===== config.mk =====
export PLATFORM = sky130hd
export DESIGN_NAME = led_bank_driver
export DESIGN_NICKNAME = d
export VERILOG_FILES = /design/src/rtl/led_bank_pkg.sv /design/src/rtl/led_blink_timer.sv /design/src/rtl/led_bank_driver.sv
export SDC_FILE = /design/constraint.sdc
export NUM_CORES = 1
export LEC_CHECK = 0
export ABC_AREA = 1
export BUFFER_PORTS_ARGS = -buffer_cell sky130_fd_sc_hd__buf_2
export CORE_ASPECT_RATIO = 1.2
export CORE_MARGIN = 2
export CORE_UTILIZATION = 51
export CTS_CLUSTER_DIAMETER = 40
export DETAILED_ROUTE_END_ITERATION = 12
export PLACE_DENSITY = 0.77
export RECOVER_POWER = 100
export SLEW_MARGIN = 30
export SYNTH_ARGS = -nofsm -noshare
export SYNTH_HDL_FRONTEND = slang
export SYNTH_SLANG_ARGS = --single-unit
export TNS_END_PERCENT = 20

===== constraint.sdc =====
create_clock -name Clock -period 2 [get_ports Clock]
set_input_delay 0.5 -clock Clock [delete_from_list [all_inputs] [get_ports Clock]]
set_output_delay 0.5 -clock Clock [all_outputs]
set_load 0.01 [all_outputs]

===== src/rtl/led_bank_pkg.sv =====
// Shared definitions for the LED bank driver: register map and byte-lane merge.
package led_bank_pkg;

    typedef enum logic [1:0] {
        ADDR_DATA   = 2'd0,
        ADDR_MASK   = 2'd1,
        ADDR_PERIOD = 2'd2,
        ADDR_DUTY   = 2'd3
    } reg_addr_e;

    // Replace each byte of old whose enable is set with the matching byte of wd.
    function automatic logic [31:0] byte_merge(
        input logic [31:0] old,
        input logic [31:0] wd,
        input logic [3:0]  be
    );
        logic [31:0] res;
        res = old;
        for (int unsigned k = 0; k < 4; k++) begin
            if (be[k]) begin
                res[8*k +: 8] = wd[8*k +: 8];
            end
        end
        return res;
    endfunction

endpackage


===== src/rtl/led_blink_timer.sv =====
// Blink phase generator: ph toggles every `period` cycles; period 0 holds ph high.
module led_blink_timer #(
    parameter int BLINK_W = 24
) (
    input  logic               Clock,
    input  logic               Reset,
    input  logic [BLINK_W-1:0] period,
    input  logic               restart,
    output logic               ph
);

    logic [BLINK_W-1:0] bcnt;

    // Down-counter with reload; a restart wins over a coincident expiry.
    always_ff @(posedge Clock) begin
        if (Reset || restart) begin
            bcnt <= '0;
            ph   <= 1'b1;
        end else if (period == '0) begin
            bcnt <= '0;
            ph   <= 1'b1;
        end else if (bcnt == '0) begin
            bcnt <= period - BLINK_W'(1);
            ph   <= ~ph;
        end else begin
            bcnt <= bcnt - BLINK_W'(1);
        end
    end

endmodule


===== src/rtl/led_bank_driver.sv =====
// Memory-mapped LED bank: pattern, blink mask, blink half-period and PWM duty.
module led_bank_driver
    import led_bank_pkg::*;
#(
    parameter int WIDTH      = 32,
    parameter int BLINK_W    = 24,
    parameter int PWM_BITS   = 8,
    parameter int ACTIVE_LOW = 1
) (
    input  logic             Clock,
    input  logic             Reset,
    input  logic [1:0]       Addr,
    input  logic             WE,
    input  logic [3:0]       BE,
    input  logic [31:0]      WD,
    output logic [31:0]      RD,
    output logic [WIDTH-1:0] Tube
);

    logic [WIDTH-1:0]    data_q;
    logic [WIDTH-1:0]    mask_q;
    logic [BLINK_W-1:0]  period_q;
    logic [PWM_BITS-1:0] duty_q;
    logic [PWM_BITS-1:0] pcnt;
    logic                ph;
    logic                pon;
    logic                restart;
    logic [WIDTH-1:0]    lit;

    // Register file: byte-enabled writes; bytes above each register width drop out in the cast.
    always_ff @(posedge Clock) begin
        if (Reset) begin
            data_q   <= '0;
            mask_q   <= '0;
            period_q <= '0;
            duty_q   <= '1;
        end else if (WE) begin
            case (Addr)
                ADDR_DATA:   data_q   <= WIDTH'(byte_merge(32'(data_q), WD, BE));
                ADDR_MASK:   mask_q   <= WIDTH'(byte_merge(32'(mask_q), WD, BE));
                ADDR_PERIOD: period_q <= BLINK_W'(byte_merge(32'(period_q), WD, BE));
                default:     duty_q   <= PWM_BITS'(byte_merge(32'(duty_q), WD, BE));
            endcase
        end
    end

    // Any byte written to PERIOD restarts the blink phase.
    always_comb begin
        restart = WE && (Addr == ADDR_PERIOD) && (BE != '0);
    end

    led_blink_timer #(
        .BLINK_W(BLINK_W)
    ) u_blink (
        .Clock  (Clock),
        .Reset  (Reset),
        .period (period_q),
        .restart(restart),
        .ph     (ph)
    );

    // Free-running PWM counter.
    always_ff @(posedge Clock) begin
        if (Reset) begin
            pcnt <= '0;
        end else begin
            pcnt <= pcnt + PWM_BITS'(1);
        end
    end

    // Combine pattern, blink phase and PWM gate into the lit vector.
    always_comb begin
        pon = (duty_q == '1) || (pcnt < duty_q);
        lit = data_q & (~mask_q | {WIDTH{ph}}) & {WIDTH{pon}};
    end

    // Output register with polarity applied; reset leaves every LED dark.
    always_ff @(posedge Clock) begin
        if (Reset) begin
            Tube <= (ACTIVE_LOW != 0) ? '1 : '0;
        end else begin
            Tube <= (ACTIVE_LOW != 0) ? ~lit : lit;
        end
    end

    // Combinational readback, zero-extended to the bus width.
    always_comb begin
        RD = '0;
        case (Addr)
            ADDR_DATA:   RD = 32'(data_q);
            ADDR_MASK:   RD = 32'(mask_q);
            ADDR_PERIOD: RD = 32'(period_q);
            default:     RD = 32'(duty_q);
        endcase
    end

endmodule


==> out/results.txt <==
initial antenna violation count: 0
WP data arrival: 2370 ps
share of layout cells above drive strength 1: 21.8%
Crit Path Max Fanout: 7
DR vias/cell: 5.51
Antenna Nets Post-Route: 0
Critical Path End Type: flop
Fin Clk Skew: 8.10 ps
CTS Buf Count: 17
CTS tree: built
initial cell density of the core: 52.0%
# diodes: 0
Post-Syn Instances: 976
Worst Tran Pin Value: 968 ps
Peak supply drop: 0.00132 V
run status: finished, violations left
Fin. Hold Viols: 0
Mapped Area: 0.00713 mm²
Hold WC Path Type: primary input to flop
Die Ht: 133 µm
num rows: 47
1st-iter DRT viols: 570
Post-Syn Nets: 1026
Synth warnings: 0
final wirelength: 20400 µm
WP data required: 2320 ps
clock sinks: 161
RSZ-0062 raised after global routing: true
Crit Path Category: flop to flop
worst-skew pair later-pin latency: 430 ps
DRC: 0
pin count of the biggest net entering global routing: 61
top-area cell type share of the netlist area: 45.2%
Setup crit start kind: flop
Leak: 3.90 nW
via count: 7214
crit-path max cell delay: 320 ps
IO buf count: 104
fillers: 1185
total grt overflow: 0
htree depth: 4
dpl ws: -101 ps
RePlAce Congestion: 0.906
worst-path cell chain: nor2_1 > nand2_1 > nor2_4 > nand4_1 > nand2_2 > ha_4 > nand2_4 > nor2_4 > nand2_2 > nor2_4 > nand3_2 > nand2_1 > nor2_1
Final setup viols: 16
DP HPWL: 14400 µm
Seq/Total Area, Yosys: 45.2%
Synth Area per Inst: 7.30 µm²
Worst path slowest cell: dfxtp_2
minimum clock period after layout: 2050 ps
vias in the first global route: 6827
Core Footprint: 0.0137 mm²
Slew HR: 35.5%
Power Dens Cells: 1490 mW/mm²
register area: 0.00323 mm²
number of synthesized register bits: 161
area of the multi-input gates: 0.00358 mm²
Total GRT Usage: 27.4%
crit-path most repeated cell: nor2_4
utilization after layout: 65.8%
Die ar.: 0.0149 mm²
leading area contributor after synthesis: dfxtp_1
Worst Setup Slack, final: -48.8 ps
Unique masters post-synth: 36
Final Slew Violations: 0
Avg WL per Cell: 15.6 µm
IO Pins: 105
Clock Tree Root: clkbuf_16
fmax: 488 MHz
first-pass GRT wire length: 32900 µm
Max-Cap Viols: 0
clock transition at the registers of the reported paths: 70 ps
Nets: 1176
Final period util: 102%
clk buf depth: 2
DRT Pass-1 Iters: 5
Synth area leaders: dfxtp_1 45%, nor2_1 11%, nand2_1 8.1%
Area Growth Syn to Fin: 26.6%
failing checks: setup timing
Die Width: 112 µm
flip-flops by register name, summed over array words and instances, names as in the netlist:
name,count
duty_q,8
pcnt,8
u_blink.ph,1
data_q,32
mask_q,32
period_q,24
Tube,32
u_blink.bcnt,24
synth_stat cells:
master and count:
a21oi_1 55, a221oi_1 5, a22o_1 8, a31oi_1 1
buf_2 2, buf_4 1, buf_6 3, clkbuf_1 32
clkinv_1 2, dfxtp_1 161, ha_1 9, inv_1 78
inv_2 7, nand2_1 153, nand2_2 13, nand3_1 18
nand3_2 2, nand4_1 51, nand4_2 3, nand4_4 1
nor2_1 202, nor2_2 7, nor2_4 6, nor3_1 5
nor4_1 4, o2111ai_1 3, o211ai_1 17, o21a_1 3
o21ai_0 109, o21ai_1 4, o21bai_1 4, o21bai_2 3
or2_1 1, or2_2 1, or4_1 1, xnor2_1 1
cells by family (layout without fill, tap and decap cells):
logic type                 after synthesis  count (layout)  share of synthesized area [%]
buffers and inverters                  125             288                           6.99
and+or+nand+nor                        468             468                           29.2
xor gates and xnor gates                 1               1                          0.123
adders and majority gates                9               9                           1.58
AOI/OAI and AO/OA                      212             212                           16.9
DFF                                    161             161                           45.2
through the flow:
step	std cells	power, W	instance area (µm²)	hold slack (ps)	TNS (ps)
finish	1310	0.0135	9020	310	-307
floorplan	976	0.00747	7130	395	0
global placement	1275	0.00895	8240	401	-28.1
detailed placement	1275	0.00906	8240	409	-471
global route	1310	0.0143	9020	318	-3510
CTS	1308	0.0126	8950	299	-133
where the power goes:
part           switching [W]  total (W)  internal, W  leakage [nW]
combinational        0.00391    0.00636      0.00244          2.28
sequential          0.000126    0.00358      0.00345          1.31
clock                0.00133    0.00353      0.00219         0.304
cell type report:
| cell class | count | share of cell area (%) |
|---|---|---|
| clock inverters | 12 | 2.01 |
| multi-input cells | 690 | 39.7 |
| clock buffers | 20 | 5.17 |
| flip-flops and latches | 161 | 35.8 |
| inverters | 87 | 3.62 |
| repair buffers | 169 | 11.4 |
| well taps | 171 | 2.37 |
placed cells by master (no fill, tap or decap), drive strengths merged, types with 2 or more instances in the layout:
cell        n
a21oi      55
a221oi      5
a22o        8
buf       124
bufinv      4
clkbuf     64
clkinv      5
clkinvlp    4
dfxtp     161
ha          9
inv        86
nand2     166
nand3      20
nand4      55
nor2      215
nor3        5
nor4        4
o2111ai     3
o211ai     17
o21a        3
o21ai     113
o21bai      7
or2         2
final timing paths:
kind | slack (ps) | start | cells past startpoint | end
setup / recovery | -50 | u_blink.bcnt[8] | 13 | u_blink.bcnt[20]
hold / removal | 310 | WD[25] | 3 | mask_q[25]
setup reg to reg | -50 | u_blink.bcnt[8] | 13 | u_blink.bcnt[20]
hold reg to reg | 420 | data_q[18] | 1 | Tube[18]
routing by layer:
| metal | global-route usage (%) | wire length, µm | vias to the layer above |
|---|---|---|---|
| met5 | 0 | 0 | - |
| li1 | - | - | 3546 |
| met2 | 47.3 | 10200 | 303 |
| met1 | 33.8 | 8250 | 3333 |
| met3 | 5.69 | 1520 | 32 |
| met4 | 9.74 | 407 | 0 |
worst max-delay path, delay by kind of cell (launching register included):
| family | cells | cell delay (ps) |
|---|---|---|
| AND/OR/NAND/NOR | 12 | 1460 |
| flip-flops | 1 | 320 |
| adder cells (fa/ha/maj) | 1 | 150 |
what timing repair did:
| action | CTS | global route |
|---|---|---|
| setup endpoints to repair | 17 | 47 |
| gates cloned | 1 | 0 |
| gates resized for setup | 12 | 53 |
| pin swaps | 2 | 22 |
| hold buffers | 0 | 0 |
| setup buffers | 0 | 2 |
Note: power is estimated with default switching activity, not from simulation.
